--- src/rtl/asm18_pkg.sv ---
// Shared types and helpers for the asm18 datapath.
// Provides the mulxx_seq FSM state type, shift-width and legality helpers.
package asm18_pkg;

  typedef enum logic [1:0] {
    IDLE,
    RUN,
    FIN
  } mulxx_state_t;

  function automatic int mulxx_shift_w(input int word_size);
    return $clog2(word_size + 1);
  endfunction

  function automatic bit mulxx_bpc_ok(input int w, input int b);
    return ((b == 1) || (b == 2) || (b == 3) || (b == 6)) && ((w % b) == 0);
  endfunction

endpackage

--- src/rtl/mulxx_seq_step.sv ---
// One radix-2^B shift-add step: acc_next = acc + mcand * ybits.
// Ports: acc, mcand (pre-shifted magnitude), ybits (B multiplier bits), acc_next.
module mulxx_seq_step #(
  parameter int W2 = 36,
  parameter int B  = 1
) (
  input  logic [W2-1:0] acc,
  input  logic [W2-1:0] mcand,
  input  logic [B-1:0]  ybits,
  output logic [W2-1:0] acc_next
);

  logic [W2-1:0] pp;

  always_comb begin
    pp = '0;
    for (int i = 0; i < B; i++) begin
      if (ybits[i]) pp = pp + (mcand << i);
    end
    acc_next = acc + pp;
  end

endmodule

--- src/rtl/mulxx_seq.sv ---
// Iterative (r0*r1)>>>shift multiplier with start/busy/done handshake.
// Ports: clock, reset_n, start, r0, r1, shift, signx, signy -> busy, done, res.
// Optional MULXX_SEQ_ROUND_EN: round half up before the final shift.
module mulxx_seq
  import asm18_pkg::*;
#(
  parameter int WORD_SIZE      = 18,
  parameter int BITS_PER_CYCLE = 1,
  parameter int SHIFT_W        = mulxx_shift_w(WORD_SIZE)
) (
  input  logic                 clock,
  input  logic                 reset_n,
  input  logic                 start,
  input  logic [WORD_SIZE-1:0] r0,
  input  logic [WORD_SIZE-1:0] r1,
  input  logic [SHIFT_W-1:0]   shift,
  input  logic                 signx,
  input  logic                 signy,
  output logic                 busy,
  output logic                 done,
  output logic [WORD_SIZE-1:0] res
);

  localparam int W  = WORD_SIZE;
  localparam int B  = BITS_PER_CYCLE;
  localparam int W2 = 2 * W;
  localparam int N  = W / B;
  localparam int CW = $clog2(N + 1);

  if (!mulxx_bpc_ok(W, B)) begin : g_bad_bpc
    $error("mulxx_seq: illegal BITS_PER_CYCLE");
  end

  mulxx_state_t       state, state_nx;
  logic [CW-1:0]      cnt;
  logic [W2-1:0]      acc, acc_nx, mcand;
  logic [W-1:0]       ymul;
  logic               neg, sgn;
  logic [SHIFT_W-1:0] sh;

  logic               x_neg, y_neg;
  logic [W-1:0]       xmag, ymag;
  logic [SHIFT_W-1:0] sh_cl;

  assign x_neg = signx & r0[W-1];
  assign y_neg = signy & r1[W-1];
  assign xmag  = x_neg ? -r0 : r0;
  assign ymag  = y_neg ? -r1 : r1;
  assign sh_cl = (shift > SHIFT_W'(W)) ? SHIFT_W'(W) : shift;

  mulxx_seq_step #(
    .W2(W2),
    .B (B)
  ) u_step (
    .acc     (acc),
    .mcand   (mcand),
    .ybits   (ymul[B-1:0]),
    .acc_next(acc_nx)
  );

  // Sign restore on the magnitude, then a 2W+1 bit arithmetic shift.
  // The extra top bit carries the sign (zero when unsigned), so one
  // >>> serves both the floor and the logical case.
  logic [W2-1:0]        p_mag;
  logic [W2:0]          p_ext, p_rnd;
  logic signed [W2:0]   p_s;
  logic [W2:0]          p_sh;

  always_comb begin
    p_mag = neg ? -acc : acc;
    p_ext = {sgn & p_mag[W2-1], p_mag};
`ifdef MULXX_SEQ_ROUND_EN
    p_rnd = p_ext;
    if (sh != '0) p_rnd = p_ext + ((W2+1)'(1) << (sh - 1'b1));
`else
    p_rnd = p_ext;
`endif
    p_s  = p_rnd;
    p_sh = p_s >>> sh;
  end

  always_comb begin
    state_nx = state;
    unique case (state)
      IDLE:    if (start) state_nx = RUN;
      RUN:     if (cnt == CW'(1)) state_nx = FIN;
      FIN:     state_nx = IDLE;
      default: state_nx = IDLE;
    endcase
  end

  always_ff @(posedge clock) begin
    if (!reset_n) state <= IDLE;
    else          state <= state_nx;
  end

  always_ff @(posedge clock) begin
    if (!reset_n) begin
      cnt   <= '0;
      acc   <= '0;
      mcand <= '0;
      ymul  <= '0;
      neg   <= 1'b0;
      sgn   <= 1'b0;
      sh    <= '0;
      res   <= '0;
      done  <= 1'b0;
    end else begin
      done <= (state == FIN);
      unique case (state)
        IDLE: begin
          if (start) begin
            mcand <= {{W{1'b0}}, xmag};
            ymul  <= ymag;
            neg   <= x_neg ^ y_neg;
            sgn   <= signx | signy;
            sh    <= sh_cl;
            acc   <= '0;
            cnt   <= CW'(N);
          end
        end
        RUN: begin
          acc   <= acc_nx;
          mcand <= mcand << B;
          ymul  <= ymul >> B;
          cnt   <= cnt - 1'b1;
        end
        FIN:     res <= p_sh[W-1:0];
        default: ;
      endcase
    end
  end

  assign busy = (state != IDLE);

endmodule

--- config.mk ---
export PLATFORM = sky130hd
export DESIGN_NAME = mulxx_seq
export DESIGN_NICKNAME = d
export VERILOG_FILES = /design/src/rtl/asm18_pkg.sv /design/src/rtl/mulxx_seq_step.sv /design/src/rtl/mulxx_seq.sv
export SDC_FILE = /design/constraint.sdc
export NUM_CORES = 1
export LEC_CHECK = 0
export CAP_MARGIN = 30
export CORE_ASPECT_RATIO = 1.2
export CORE_MARGIN = 2
export CORE_UTILIZATION = 35
export DETAILED_ROUTE_END_ITERATION = 16
export GPL_ROUTABILITY_DRIVEN = 0
export PLACE_DENSITY_LB_ADDON = 0.2
export RECOVER_POWER = 50
export SYNTH_ARGS = -nofsm -noshare
export SYNTH_HDL_FRONTEND = slang
export SYNTH_SLANG_ARGS = --single-unit
--- constraint.sdc ---
create_clock -name clock -period 3.6 [get_ports clock]
set_clock_uncertainty 0.1 [all_clocks]
set_input_delay 1.08 -clock clock [delete_from_list [all_inputs] [get_ports clock]]
set_output_delay 1.08 -clock clock [all_outputs]
set_load 0.01 [all_outputs]
Word level (Yosys, flattened, before mapping)
Cells that the tools add are included.
{"block": "totals", "output_inout_bits": 20, "reg_bits": 123, "inputBits": 46, "word_cells": 49}
{"block": "classes", "add_sub_neg": 5, "n_lt_le_gt_ge": 1, "reduce_logical": 6, "eq_ne": 5, "n_shift": 1, "muxes": 16, "n_bitwise": 5}
{"op": "$mux 36", "count": 4}
{"op": "$pmux 36 s2", "count": 2}
{"op": "$mux 18", "count": 3}
{"op": "$sshr 37x5->18", "count": 1}
{"op": "$add 36x36->36", "count": 1}
{"op": "$neg 18->18", "count": 2}
{"op": "$neg 36->36", "count": 1}
{"op": "$pmux 18 s2", "count": 1}
{"op": "$mux 5", "count": 2}
{"op": "$pmux 5 s2", "count": 1}
{"op": "$reduce_and 2->1", "count": 3}
{"op": "$eq 5x1->1 const B", "count": 1}
{"op": "$gt 5x5->1 const B", "count": 1}
{"op": "$sub 5x1->5 const B", "count": 1}
{"op": "$mux 2", "count": 2}
{"op": "$ne 2x2->1 const B", "count": 2}
{"op": "$pmux 2 s2", "count": 1}
{"op": "$reduce_bool 2->1", "count": 2}
{"op": "$and 1x1->1", "count": 3}
{"op": "$eq 2x1->1 const B", "count": 1}
{"op": "$eq 2x2->1 const B", "count": 1}
{"op": "$logic_not 2->1", "count": 1}
{"op": "$or 1x1->1", "count": 1}
{"op": "$xor 1x1->1", "count": 1}

Longest topological paths before layout
Gate-level depths: netlist of the first run.
{"block": "depth", "ltp_word": 4, "depth_mapped": 14, "ltp_nobuf": 12}

Modules after synthesis
A second synthesis of the first run with hierarchy kept.
{"block": "hier_totals", "cells_unflattened": 1587, "area_unflattened_um2": 11676.2}
{"module": "mulxx_seq", "cells_each": 1254, "area_per_inst_um2": 9372.7, "instances": 1, "seq_area_each_um2": 2462.4}
{"module": "mulxx_seq_step", "cells_each": 333, "area_per_inst_um2": 2303.5, "instances": 1, "seq_area_each_um2": 0.0}

Worst setup path after synthesis of the first run
OpenSTA, ideal clock, no wires.
{"block": "synth_timing", "path_type": "register to register", "startpoint": "reg acc[4]", "endpoint": "reg res[0]", "path_slack_ps": 34, "required_time_ps": 3417, "setup_time_ps": 83, "stages_incl_launch_ff": 11, "n_path_buf": 3, "synth_period_minus_slack_ps": 3566, "arrival_ps": 3384, "cell_sequence": "dfxtp_1 -> buf_6 -> or4_4 -> buf_6 -> or4_4 -> buf_6 -> o41ai_1 -> xor2_1 -> mux4_2 -> mux4_2 -> o221ai_1"}
{"block": "synth_via", "elab_chain_cells": 4}
{"element": "start, declared", "line": "mulxx_seq.sv:36", "text": "logic [W2-1:0] acc, acc_nx, mcand;"}
{"element": "start signal, assigned", "line": "mulxx_seq.sv:123", "text": "acc <= acc_nx;"}
{"element": "$neg 36->36", "line": "mulxx_seq.sv:70", "text": "p_mag = neg ? -acc : acc;"}
{"element": "$mux 36 (*)", "line": "mulxx_seq.sv:70"}
{"element": "$and 1x1->1", "line": "mulxx_seq.sv:71", "text": "p_ext = {sgn & p_mag[W2-1], p_mag};"}
{"element": "$sshr 37x5->18 (*)", "line": "mulxx_seq.sv:79", "text": "p_sh = p_s >>> sh;"}
{"element": "end signal, assigned", "line": "mulxx_seq.sv:128", "text": "FIN: res <= p_sh[W-1:0];"}
{"element": "end, declared", "line": "mulxx_seq.sv:21", "text": "output logic [WORD_SIZE-1:0] res"}
Mark *: on every way between the ends. The rest lies on a longest branch, timed or not.
A chain may end at the register's enable or synchronous reset.

Final worst setup path of the first run
{"block": "layout_timing", "startpoint": "reg acc[3]", "endpoint": "reg res[1]"}
The elaborated chain is that of the path after synthesis.

==> impl_metrics.csv, run 1 <==
group,metric,value,unit
worst_setup_path,cp-start-kind,"flip-flop",
logic_synthesis,yosysWarnings,0,
sta,finalHoldViolations,0,
drt,drt_pass1_iterations,5,
placement,port-buffer-count,65,
power,switchingPower,0.001172,W
clocking,cts_max_level,4,
sta,post-route-period-util,99.16,%
sta,tightest_slew,1.516,ns
drt,drt-total-wl,34790,um
floorplan,die_height,198.1,um
job,cap_viol_max_count,1,
sta,fin_crit,3.570,ns
sta,finalHoldWorstSlack,0.3465,ns
drt,drc_errors,0,
logic_synthesis,synth.distinct_cells,78,
floorplan,rows,71,
grt,grt_usage,20.60,%
logic_synthesis,seq_area_frac_synth,22.42,%
finish,area_delta_synth_final,22.68,%
sta,setup_viol,0,
finish,post-route-cell-area,0.01347,mm2
logic_synthesis,synth_top_area_share,22.42,%
grt,antenna_found_initial,0,
power,power.density,295.0,mW/mm2
grt,grt_pass1_vias,10750,
worst_setup_path,regToRegSetupSlack,0.03,ns
placement,dp_hpwl,26300,um
clocking,clockRootBuffer,"clkbuf_16",
power,power_frac_clock,43.1,%
worst_setup_path,max_stage_delay,0.62,ns
finish,nets,1631,
logic_synthesis,synth_top_cells_by_area,"dfxtp_1 22%, o21ai_0 4.6%, ha_1 4.6%, and2_1 4.3%, xnor2_1 3.8%",
logic_synthesis,syn-num-nets,1523,
logic_synthesis,ys_top_cells_by_count,"123 x dfxtp_1, 107 x nand2_1, 102 x o21ai_0, 98 x clkbuf_1, 97 x nor2_1",
floorplan,coreArea,0.03109,mm2
clocking,clock_latency,0.43,ns
finish,final_layout_size_suffix_gt1_share,15.80,%
power,p_int,0.002802,W
logic_synthesis,ys.flop_type,"dfxtp_1",
power,combPwrFrac,20.2,%
drt,wire_per_inst,17.77,um
logic_synthesis,syn_area,0.01098,mm2
hold_path,hp-class,"flip-flop to flip-flop",
floorplan,start_util,35.32,%
clocking,cts.clk_slew.worst_paths,0.06,ns
grt,grt_max_degree,48,
worst_setup_path,arrival,3.82,ns
power,power_switching_share,29.49,%
worst_setup_path,cp_common_cell,"or4_4",
worst_setup_path,worst-path-max-fanout,5,
drt,vias,11150,
sta,maxSlewHeadroom,-1.073,%
worst_setup_path,path_class,"flip-flop to flip-flop",
clocking,cts.sinks,123,
logic_synthesis,synthCells,1436,
worst_setup_path,path_delay_family,"simple AND/OR/NAND/NOR gates",
placement,placed_cell_area,0.01271,mm2
worst_setup_path,crit_buf_inv,0,
floorplan,io_pins,66,
finish,diodes,0,
clocking,clockBufferDepth,2,
clocking,cts_tree,"yes",
power,seqPwrFrac,36.7,%
floorplan,die-area,0.03282,mm2
sta,rsz0062_at_grt,"yes",
logic_synthesis,ys_ff_latch,123,
finish,seq_area,0.002472,mm2
clocking,numCtsBuffers,17,
logic_synthesis,synth.most_common_cell,"dfxtp_1",
outcome,status,"finished, violations left",
worst_setup_path,path_cells,"or4_4, or4_4, or3_1, a31oi_1, o2bb2ai_2, mux4_2, and2_1, a211o_1, o211ai_1",
floorplan,die_x,165.7,um
finish,utilization,43.34,%
logic_synthesis,synth_area_per_cell,7.648,um2
logic_synthesis,async_flop_share,0,%
power,power_leakage,5.335,nW
logic_synthesis,synth_top_area_cell,"dfxtp_1",
drt,ant_nets,0,
worst_setup_path,cp-end-kind,"flip-flop",
worst_setup_path,slowest_stage,"or4_4",
grt,grt_pass1_wl,55190,um
grt,grt_remaining_overflow,0,
finish,fill_cells,3175,
finish,multi_input_area,0.008073,mm2
worst_setup_path,worstPathRequired,3.85,ns
power,vdd_drop_max,0.0003397,V
outcome,violations,"capacitance limit, slew limit",
drt,viasPerCell,5.696,
logic_synthesis,synth_edf_count,0,
sta,slew_violations,28,
drt,initialDrtViolationCount,671,
sta,fmax,280.1,MHz
## layout by cell type (no fill, tap or decap), types with 45 or more instances in the layout
cell / instances
nor2_1: 97
o21ai_0: 98
xnor2_1: 47
a21oi_1: 77
and2_1: 71
buf_4: 131
clkdlybuf4s50_1: 45
nand2_1: 106
nand3_1: 51
dfxtp_1: 117
## repair_timing
item,4_1_cts,5_1_grt
cloned,1,0
setup endpoints to repair,7,20
pin swaps,1,6
setup buffers,0,2
gates resized for setup,9,33
hold buffers,0,0
## flip-flops by register name, indices dropped and copies added, names as in the netlist
signal	flops
acc	36
cnt	5
done	1
mcand	36
neg	1
res	18
sgn	1
sh	5
state	2
ymul	18
## power by group through the flow
stage / clock, W / sequential (W) / combinational [W]
after floorplan: 0 / 0.00147 / 0.000511
after global placement: 0 / 0.00149 / 0.000775
after detailed placement: 0 / 0.00149 / 0.000783
after CTS: 0.00175 / 0.00146 / 0.000790
after global routing: 0.00181 / 0.00147 / 0.000876
final: 0.00171 / 0.00146 / 0.000802
## worst paths after layout
path / startpoint / to / depth (start not counted)
hold / removal: res[8] / res[8] / 2
hold reg to reg: res[8] / res[8] / 2
setup / recovery: acc[3] / res[1] / 9
setup reg to reg: acc[3] / res[1] / 9
## final cells by class
type / instances / share of cell area [%]
clock buffers: 22 / 3.445
clock inverters: 10 / 0.8729
inverters: 45 / 1.254
multi-input cells: 1155 / 59.91
flip-flops and latches: 123 / 18.35
well taps: 401 / 3.724
repair buffers: 202 / 12.44
## routing by layer
| layer | global-route usage (%) | vias to the layer above | wire length [um] |
|---|---|---|---|
| li1 | - | 5575 | - |
| met4 | 11.01 | 0 | 1513 |
| met2 | 36.44 | 263 | 17020 |
| met1 | 23.90 | 5236 | 15060 |
| met5 | 0 | - | 0 |
| met3 | 3.298 | 78 | 1195 |
## per-stage QoR
step	std cells	setup TNS (ns)	setup WS, ns	total power, W
finish	1958	0	0.03024	0.003974
global route	1958	-0.09950	-0.03942	0.004148
CTS	1956	0	0.001035	0.004000
detailed placement	1923	-0.9569	-0.2666	0.002271
global placement	1923	-0.8138	-0.3167	0.002263
floorplan	1436	0	0.03392	0.001978
## cell families after synthesis
kind of cell    Yosys count  share of synthesized area (%)
compound gates          492                          31.09
xor+xnor                 85                          6.778
fa+ha+maj                41                          4.739
buf+inv                 159                          5.730
flops                   123                          22.42
mux                      65                          7.359
simple gates            471                          21.88
## worst reg2reg max path: stages (launching register included)
cell and delay, ns:
dfxtp_1 0.31, or4_4 0.60, or4_4 0.62, or3_1 0.44
a31oi_1 0.22, o2bb2ai_2 0.14, mux4_2 0.49, and2_1 0.18
a211o_1 0.31, o211ai_1 0.09
Note: power is estimated with default switching activity, not from simulation.
==> run 2: changes to the inputs <==
Settings changed: HOLD_SLACK_MARGIN set to 0.03.
==> results of run 2 <==
Final layout, timing and power as in run 1 (identical DEF).
